===== config.mk =====
export PLATFORM = sky130hd
export DESIGN_NAME = risc_id_ex_reg
export DESIGN_NICKNAME = d
export VERILOG_FILES = /design/src/rtl/risc_pkg.sv /design/src/rtl/risc_load_use_detect.sv /design/src/rtl/risc_id_ex_reg.sv
export SDC_FILE = /design/constraint.sdc
export NUM_CORES = 1
export LEC_CHECK = 0
export ABC_AREA = 0
export CAP_MARGIN = 20
export CORE_MARGIN = 5
export CORE_UTILIZATION = 41
export CTS_BUF_LIST = sky130_fd_sc_hd__clkbuf_16
export CTS_CLUSTER_SIZE = 24
export DETAILED_ROUTE_END_ITERATION = 16
export PLACE_DENSITY = 0.83
export SLEW_MARGIN = 20
export SYNTH_ARGS = -nofsm -noshare
export SYNTH_HDL_FRONTEND = slang
export SYNTH_SLANG_ARGS = --single-unit

===== constraint.sdc =====
create_clock -name clk_i -period 3.75 [get_ports clk_i]
set_clock_uncertainty 0.1 [all_clocks]
set_input_delay 0.75 -clock clk_i [delete_from_list [all_inputs] [get_ports clk_i]]
set_output_delay 0.75 -clock clk_i [all_outputs]
set_load 0.02 [all_outputs]

===== src/rtl/risc_pkg.sv =====
// Shared encodings and defaults for the ID/EX pipeline register and its hazard logic.
package risc_pkg;

    localparam int unsigned XlenDef   = 32;
    localparam int unsigned RaddrWDef = 5;

    typedef enum logic [2:0] {
        AluAdd = 3'b000,
        AluSub = 3'b001,
        AluAnd = 3'b010,
        AluOr  = 3'b011,
        AluSlt = 3'b101
    } alu_op_e;

    typedef enum logic [1:0] {
        ResAlu  = 2'b00,
        ResLoad = 2'b01,
        ResPc   = 2'b10
    } result_src_e;

    // Control half of the EX stage; an all-zero value is a bubble.
    typedef struct packed {
        logic       valid;
        logic       reg_write;
        logic       mem_write;
        logic       alu_src;
        logic       branch;
        logic       jump;
        logic [2:0] alu_control;
        logic [1:0] result_src;
    } ctrl_t;

    localparam ctrl_t CtrlBubble = '0;

    function automatic logic is_load(input logic [1:0] result_src);
        return result_src == ResLoad;
    endfunction

endpackage


===== src/rtl/risc_load_use_detect.sv =====
// Combinational load-use hazard term between the instruction in EX and the one in decode.
module risc_load_use_detect
    import risc_pkg::*;
#(
    parameter int unsigned RADDR_W = RaddrWDef
) (
    input  logic               valid_e_i,
    input  logic [1:0]         result_src_e_i,
    input  logic [RADDR_W-1:0] rd_e_i,
    input  logic               valid_d_i,
    input  logic [RADDR_W-1:0] rs1_d_i,
    input  logic [RADDR_W-1:0] rs2_d_i,
    output logic               hazard_o
);

    logic rd_nonzero;
    logic rd_match;

    always_comb begin
        rd_nonzero = (rd_e_i != '0);
        rd_match   = (rd_e_i == rs1_d_i) | (rd_e_i == rs2_d_i);
        hazard_o   = valid_e_i & is_load(result_src_e_i) & rd_nonzero & valid_d_i & rd_match;
    end

endmodule


===== src/rtl/risc_id_ex_reg.sv =====
// ID/EX pipeline register with load-use stall and flush bubble insertion.
// Optional bubble counter enabled by defining RISC_IDEX_PERF_EN.
module risc_id_ex_reg
    import risc_pkg::*;
#(
    parameter int unsigned XLEN    = XlenDef,
    parameter int unsigned RADDR_W = RaddrWDef
) (
    input  logic               clk_i,
    input  logic               rst_i,
    input  logic               valid_d_i,
    input  logic [2:0]         alu_control_d_i,
    input  logic               reg_write_d_i,
    input  logic               mem_write_d_i,
    input  logic               alu_src_d_i,
    input  logic               branch_d_i,
    input  logic               jump_d_i,
    input  logic [1:0]         result_src_d_i,
    input  logic [XLEN-1:0]    rd1_d_i,
    input  logic [XLEN-1:0]    rd2_d_i,
    input  logic [XLEN-1:0]    pc_d_i,
    input  logic [XLEN-1:0]    imm_ext_d_i,
    input  logic [RADDR_W-1:0] rs1_d_i,
    input  logic [RADDR_W-1:0] rs2_d_i,
    input  logic [RADDR_W-1:0] rd_d_i,
    input  logic               flush_e_i,
    output logic               stall_f_o,
    output logic               stall_d_o,
`ifdef RISC_IDEX_PERF_EN
    output logic [31:0]        bubble_count_e_o,
`endif
    output logic               valid_e_o,
    output logic [2:0]         alu_control_e_o,
    output logic               reg_write_e_o,
    output logic               mem_write_e_o,
    output logic               alu_src_e_o,
    output logic               branch_e_o,
    output logic               jump_e_o,
    output logic [1:0]         result_src_e_o,
    output logic [XLEN-1:0]    rd1_e_o,
    output logic [XLEN-1:0]    rd2_e_o,
    output logic [XLEN-1:0]    pc_e_o,
    output logic [XLEN-1:0]    imm_ext_e_o,
    output logic [RADDR_W-1:0] rs1_e_o,
    output logic [RADDR_W-1:0] rs2_e_o,
    output logic [RADDR_W-1:0] rd_e_o
);

    ctrl_t              ctrl_q, ctrl_d;
    logic [XLEN-1:0]    rd1_q, rd1_d;
    logic [XLEN-1:0]    rd2_q, rd2_d;
    logic [XLEN-1:0]    pc_q, pc_d;
    logic [XLEN-1:0]    imm_q, imm_d;
    logic [RADDR_W-1:0] rs1_q, rs1_d;
    logic [RADDR_W-1:0] rs2_q, rs2_d;
    logic [RADDR_W-1:0] rd_q, rd_d;

    logic hazard;
    logic kill;

    risc_load_use_detect #(
        .RADDR_W (RADDR_W)
    ) u_load_use_detect (
        .valid_e_i      (ctrl_q.valid),
        .result_src_e_i (ctrl_q.result_src),
        .rd_e_i         (rd_q),
        .valid_d_i      (valid_d_i),
        .rs1_d_i        (rs1_d_i),
        .rs2_d_i        (rs2_d_i),
        .hazard_o       (hazard)
    );

    // A redirect discards the decode instruction, so there is nothing left to hold.
    assign stall_f_o = hazard & ~flush_e_i;
    assign stall_d_o = hazard & ~flush_e_i;
    assign kill      = hazard | flush_e_i;

    // Bubbles (kill or an empty decode slot) zero data as well as control.
    always_comb begin
        ctrl_d = CtrlBubble;
        rd1_d  = '0;
        rd2_d  = '0;
        pc_d   = '0;
        imm_d  = '0;
        rs1_d  = '0;
        rs2_d  = '0;
        rd_d   = '0;
        if (valid_d_i && !kill) begin
            ctrl_d.valid       = 1'b1;
            ctrl_d.reg_write   = reg_write_d_i;
            ctrl_d.mem_write   = mem_write_d_i;
            ctrl_d.alu_src     = alu_src_d_i;
            ctrl_d.branch      = branch_d_i;
            ctrl_d.jump        = jump_d_i;
            ctrl_d.alu_control = alu_control_d_i;
            ctrl_d.result_src  = result_src_d_i;
            rd1_d              = rd1_d_i;
            rd2_d              = rd2_d_i;
            pc_d               = pc_d_i;
            imm_d              = imm_ext_d_i;
            rs1_d              = rs1_d_i;
            rs2_d              = rs2_d_i;
            rd_d               = rd_d_i;
        end
    end

    always_ff @(posedge clk_i) begin
        if (rst_i) begin
            ctrl_q <= CtrlBubble;
            rd1_q  <= '0;
            rd2_q  <= '0;
            pc_q   <= '0;
            imm_q  <= '0;
            rs1_q  <= '0;
            rs2_q  <= '0;
            rd_q   <= '0;
        end else begin
            ctrl_q <= ctrl_d;
            rd1_q  <= rd1_d;
            rd2_q  <= rd2_d;
            pc_q   <= pc_d;
            imm_q  <= imm_d;
            rs1_q  <= rs1_d;
            rs2_q  <= rs2_d;
            rd_q   <= rd_d;
        end
    end

`ifdef RISC_IDEX_PERF_EN
    logic [31:0] bubble_count_q, bubble_count_d;

    // Only hazard/flush bubbles count; empty decode slots do not.
    always_comb begin
        bubble_count_d = bubble_count_q;
        if (kill) begin
            bubble_count_d = bubble_count_q + 32'd1;
        end
    end

    always_ff @(posedge clk_i) begin
        if (rst_i) begin
            bubble_count_q <= '0;
        end else begin
            bubble_count_q <= bubble_count_d;
        end
    end

    assign bubble_count_e_o = bubble_count_q;
`endif

    assign valid_e_o       = ctrl_q.valid;
    assign alu_control_e_o = ctrl_q.alu_control;
    assign reg_write_e_o   = ctrl_q.reg_write;
    assign mem_write_e_o   = ctrl_q.mem_write;
    assign alu_src_e_o     = ctrl_q.alu_src;
    assign branch_e_o      = ctrl_q.branch;
    assign jump_e_o        = ctrl_q.jump;
    assign result_src_e_o  = ctrl_q.result_src;
    assign rd1_e_o         = rd1_q;
    assign rd2_e_o         = rd2_q;
    assign pc_e_o          = pc_q;
    assign imm_ext_e_o     = imm_q;
    assign rs1_e_o         = rs1_q;
    assign rs2_e_o         = rs2_q;
    assign rd_e_o          = rd_q;

endmodule


== Word-level counts from Yosys, hierarchy flattened ==
Cells that the tools add are included.

* Input port bits: 157
* Bits in registers: 154
* Output and inout bits: 156

* Bitwise gates (word level): 9
* Equal/unequal tests: 3
* Mux-type cells: 1
* Reductions and logical operators: 4

{| class="wikitable"
|+ Operators with widths
! cell !! count
|-
| $mux 11 || 1
|-
| $eq 5x5->1 || 2
|-
| $and 1x1->1 || 5
|-
| $reduce_bool 5->1 || 1
|-
| $eq 2x1->1 const B || 1
|-
| $not 1->1 || 2
|-
| $or 1x1->1 || 2
|-
| $reduce_or 2->1 || 1
|-
| $logic_and 1x1->1 || 1
|-
| $logic_not 1->1 || 1
|}

== Logic depth before layout (Yosys ltp) ==
* Word-level depth: 10
* Gate-level depth with buffers: 6
* Mapped depth without buffers: 4

== By module ==
From an unflattened synthesis, not the netlist that was laid out.

* Cell total of the unflattened synthesis: 344
* Area, all modules: 4,294.1 µm²

{| class="wikitable"
|+ Modules (own cells, without submodules)
! module !! cells an instance !! area each (µm²) !! instances !! seq. area each (µm²)
|-
| risc_id_ex_reg || 326 || 4,154.0 || 1 || 3,083.0
|-
| risc_load_use_detect || 18 || 140.1 || 1 || 0.0
|}

== Least setup slack after synthesis ==
OpenSTA, ideal clock, no wires.

* Kind: in2out
* Start point: input rs1_d_i[4]
* End point: output stall_f_o
* Stages on the path: 6
* Buffers on the path: 2
* Data required time: 2,900 ps
* Slack: 999 ps
* Arrival: 1,901 ps
* Cells stage by stage: xnor2_1 -> nand3_1 -> o22ai_2 -> buf_6 -> and3b_1 -> buf_4

* Word-level cells in the longest chain between the ends: 4

{| class="wikitable"
|+ RTL lines
! element !! line !! source
|-
| from (decl) || risc_id_ex_reg.sv:23 || <nowiki>input logic [RADDR_W-1:0] rs1_d_i,</nowiki>
|-
| $eq 5x5->1 || risc_load_use_detect.sv:21 || <nowiki>rd_match = (rd_e_i == rs1_d_i) | (rd_e_i == rs2_d_i);</nowiki>
|-
| $or 1x1->1 || risc_load_use_detect.sv:21 ||
|-
| $and 1x1->1 || risc_load_use_detect.sv:22 || <nowiki>hazard_o = valid_e_i & is_load(result_src_e_i) & rd_nonzero & valid_d_i & rd_match;</nowiki>
|-
| $and 1x1->1 || n/a ||
|-
| to (decl) || risc_id_ex_reg.sv:27 || <nowiki>output logic stall_f_o,</nowiki>
|}

Every way passes these cells.

== Worst setup path after layout ==
* Start point: input rs1_d_i[1]
* End point: output stall_f_o

* Word-level cells in the longest chain between the ends: 4

{| class="wikitable"
|+ RTL lines
! element !! line !! source
|-
| $eq 5x5->1 || risc_load_use_detect.sv:21 ||
|-
| $or 1x1->1 || risc_load_use_detect.sv:21 ||
|-
| $and 1x1->1 || risc_load_use_detect.sv:22 ||
|-
| $and 1x1->1 || risc_id_ex_reg.sv:74 || <nowiki>assign stall_f_o = hazard & ~flush_e_i;</nowiki>
|}

Every way passes these cells.

==> results.json <==
{
  "synth_warnings": 0,
  "slew-limit-headroom": 0.313,
  "status": "complete, no violations",
  "clkSinkCount": 154,
  "fmax_mhz": 284,
  "layout_common_cells": "clkdlybuf4s50_1, dfxtp_1, inv_1, a211oi_2, clkbuf_16",
  "routed_wirelength_um": 16700,
  "muxShareOfSynthArea": 0,
  "clk_pin_slew_ns": 0.06,
  "cts_tree": "yes",
  "grt_first_pass_wirelength_um": 25900,
  "final_layout_size_suffix_gt1_frac": 0.226,
  "die_y_um": 133,
  "syn_area_sq_um": 6190,
  "placedCellCount": 988,
  "rrSetupSlack_ns": 1.47,
  "antenna_cells": 0,
  "ios": 313,
  "cts_resized": 0,
  "max_stage_delay_ns": 0.67,
  "dieArea_sq_um": 17700,
  "grtUsageTotal": 0.185,
  "worst_slew_pin_slew_ns": 1.03,
  "synth_top_area_frac": 0.498,
  "syn_area_per_cell_sq_um": 11.6,
  "crit-reg2reg-launch": "rd_e_o[0]",
  "cp_top_family": "buffers and inverters",
  "irDropWorstVdd_mv": 0.262,
  "synth_async_sr_flop_share": 0,
  "clockBufferDepth": 2,
  "synth_simple_gate_area_share": 0.0172,
  "cp_num_buf_inv": 2,
  "synthFlopType": "dfxtp_1",
  "drt-pass1-iter-count": 4,
  "syn_nets": 692,
  "min_from": "pc_d_i[14]",
  "final_cells": 1021,
  "rsz0062_at_grt": "no",
  "period_share": 0.938,
  "io_buffers": 312,
  "dpl.hpwl_um": 11500,
  "area_growth_pct": 57.2,
  "path_common_cell": "clkdlybuf4s50_1",
  "synth_compound_area_frac": 0.304,
  "cp.arrival_ns": 2.67,
  "synth-xor-area-share": 0.0141,
  "yosys.area.top_type": "dfxtp_1",
  "cp_slowest_cell": "clkdlybuf4s50_1",
  "cp-end-kind": "output pin",
  "post-route-drc-count": 0,
  "cp.required_ns": 2.90,
  "insertion_delay_ns": 0.41,
  "synth-seq-cells": 154,
  "gp_congestion": 0.849,
  "whs_path_depth": 3,
  "vias": 4722,
  "min_to": "pc_e_o[14]",
  "ys_types": 20,
  "hold_buffers": 0,
  "antenna_left": 0,
  "drv_slew": 0,
  "avgRoutedWirePerCell_um": 16.4,
  "hold_viol_final": 0,
  "path_max_fanout": 2,
  "synth_edf_count": 0,
  "power.density_nw_per_um2": 391,
  "cts_setup_buffers": 0,
  "finalNetCount": 977,
  "rr_worst_depth": 5,
  "worstSetupPathType": "input pin to output pin",
  "worstPathCellList": "clkdlybuf4s50_1 > xnor2_1 > nand3_1 > o22ai_4 > and3b_1 > clkdlybuf4s50_1",
  "hp-class": "input pin to flop",
  "layout_commonest_cell": "clkdlybuf4s50_1",
  "synth_top_family_by_area": "compound AO/OA/AOI/OAI gates",
  "synth.area.top_cells": "dfxtp_1, a211oi_2, inv_1",
  "cts_buffers": 17,
  "core_area_sq_um": 15000,
  "fin_tns_setup_ns": 0,
  "dieWidth_um": 133,
  "worstReg2RegEnd": "imm_ext_e_o[5]",
  "overflow": 0,
  "grt_max_degree": 155,
  "seq_area_frac_synth": 0.498,
  "initial_utilization": 0.412,
  "antenna_found_initial": 0,
  "cap_violations": 0,
  "rows": 45,
  "syn_inst": 535,
  "via_per_inst": 4.62,
  "cts.htree.levels": 4,
  "min_period_ns": 3.52,
  "finalPower_mw": 3.80,
  "setup_viol": 0,
  "leakage_nw": 3.76,
  "synth_adder_area_share": 0,
  "drt_iter0_drc": 206,
  "worstSetupStartpointType": "input pin",
  "grt_pass1_vias": 4659,
  "cts_root_buffer": "clkbuf_16"
}
==> synthesized netlist by cell type, types with 2 or more instances <==
cell / instances
buf_12: 16
a21oi_2: 11
nor2_1: 2
nand3_1: 11
a211oi_2: 139
nand2_1: 3
clkbuf_1: 11
buf_2: 23
a211oi_1: 4
xnor2_1: 10
inv_1: 143
dfxtp_1: 154
==> logic make-up (layout without fill, tap and decap cells) <==
family          Yosys count  count (layout)
buf+inv                 195             493
flops                   154             154
simple gates             20              20
xor+xnor                 10              10
compound gates          156             156
==> where the power goes <==
| part | leakage (nW) | switching [mW] | internal (mW) |
|---|---|---|---|
| Combinational | 2.24 | 0.221 | 0.271 |
| Clock | 0.268 | 0.653 | 0.965 |
| Sequential | 1.25 | 0.0138 | 1.68 |
| Total | 3.76 | 0.887 | 2.92 |
==> sequential cells by signal (all words and copies together), names as in the netlist <==
name and cells:
jump_e_o 1, mem_write_e_o 1, rs1_e_o 5, rd2_e_o 32
pc_e_o 32, alu_src_e_o 1, rd1_e_o 32, rd_e_o 5
reg_write_e_o 1, alu_control_e_o 3, rs2_e_o 5, branch_e_o 1
valid_e_o 1, result_src_e_o 2, imm_ext_e_o 32
==> cell type report <==
class | count | area, sq um
Fill cell | 1153 | 5300
Tap cell | 188 | 235
Timing Repair Buffer | 318 | 3220
Inverter | 143 | 537
Clock buffer | 17 | 425
Multi-Input combinational cell | 186 | 2100
Clock inverter | 15 | 136
Sequential cell | 154 | 3080
==> worst max-delay path by stage <==
stage                          start   endpoint  slack, ns  depth (start not counted)
after global placement    rs1_d_i[4]  stall_f_o       0.26                          6
final                     rs1_d_i[1]  stall_f_o       0.23                          6
after detailed placement  rs1_d_i[1]  stall_f_o       0.22                          6
after global routing      rs1_d_i[1]  stall_f_o       0.14                          6
after floorplan           rs1_d_i[4]  stall_f_o        1.0                          6
after CTS                 rs1_d_i[1]  stall_f_o       0.22                          6
==> per-layer routing <==
layer  GRT usage  part of all wire  wire length, um
met1       0.212              0.40             6640
met2       0.306              0.48             8080
met3      0.0814             0.099             1660
met4      0.0693             0.020              329
met5           0                 0                0
==> worst register-to-register path: cells and delay by family (launching register included) <==
kind / cells / cell delay [ns]
buffers and inverters: 1 / 0.73
AOI/OAI and AO/OA: 2 / 0.54
DFF: 1 / 0.45
xor gates and xnor gates: 1 / 0.15
and+or+nand+nor: 1 / 0.15
==> per-stage QoR <==
step / cell area, sq um / utilization / setup slack (ns) / hold WS (ns)
after floorplan: 6190 / - / 0.999 / 0.764
after global placement: 9140 / 0.608 / 0.262 / 1.06
after detailed placement: 9140 / 0.608 / 0.224 / 1.10
after CTS: 9710 / 0.646 / 0.224 / 0.735
after global routing: 9740 / 0.648 / 0.139 / 0.740
final: 9740 / 0.648 / 0.232 / 0.763
No activity file was read; power rests on OpenSTA's default activity.
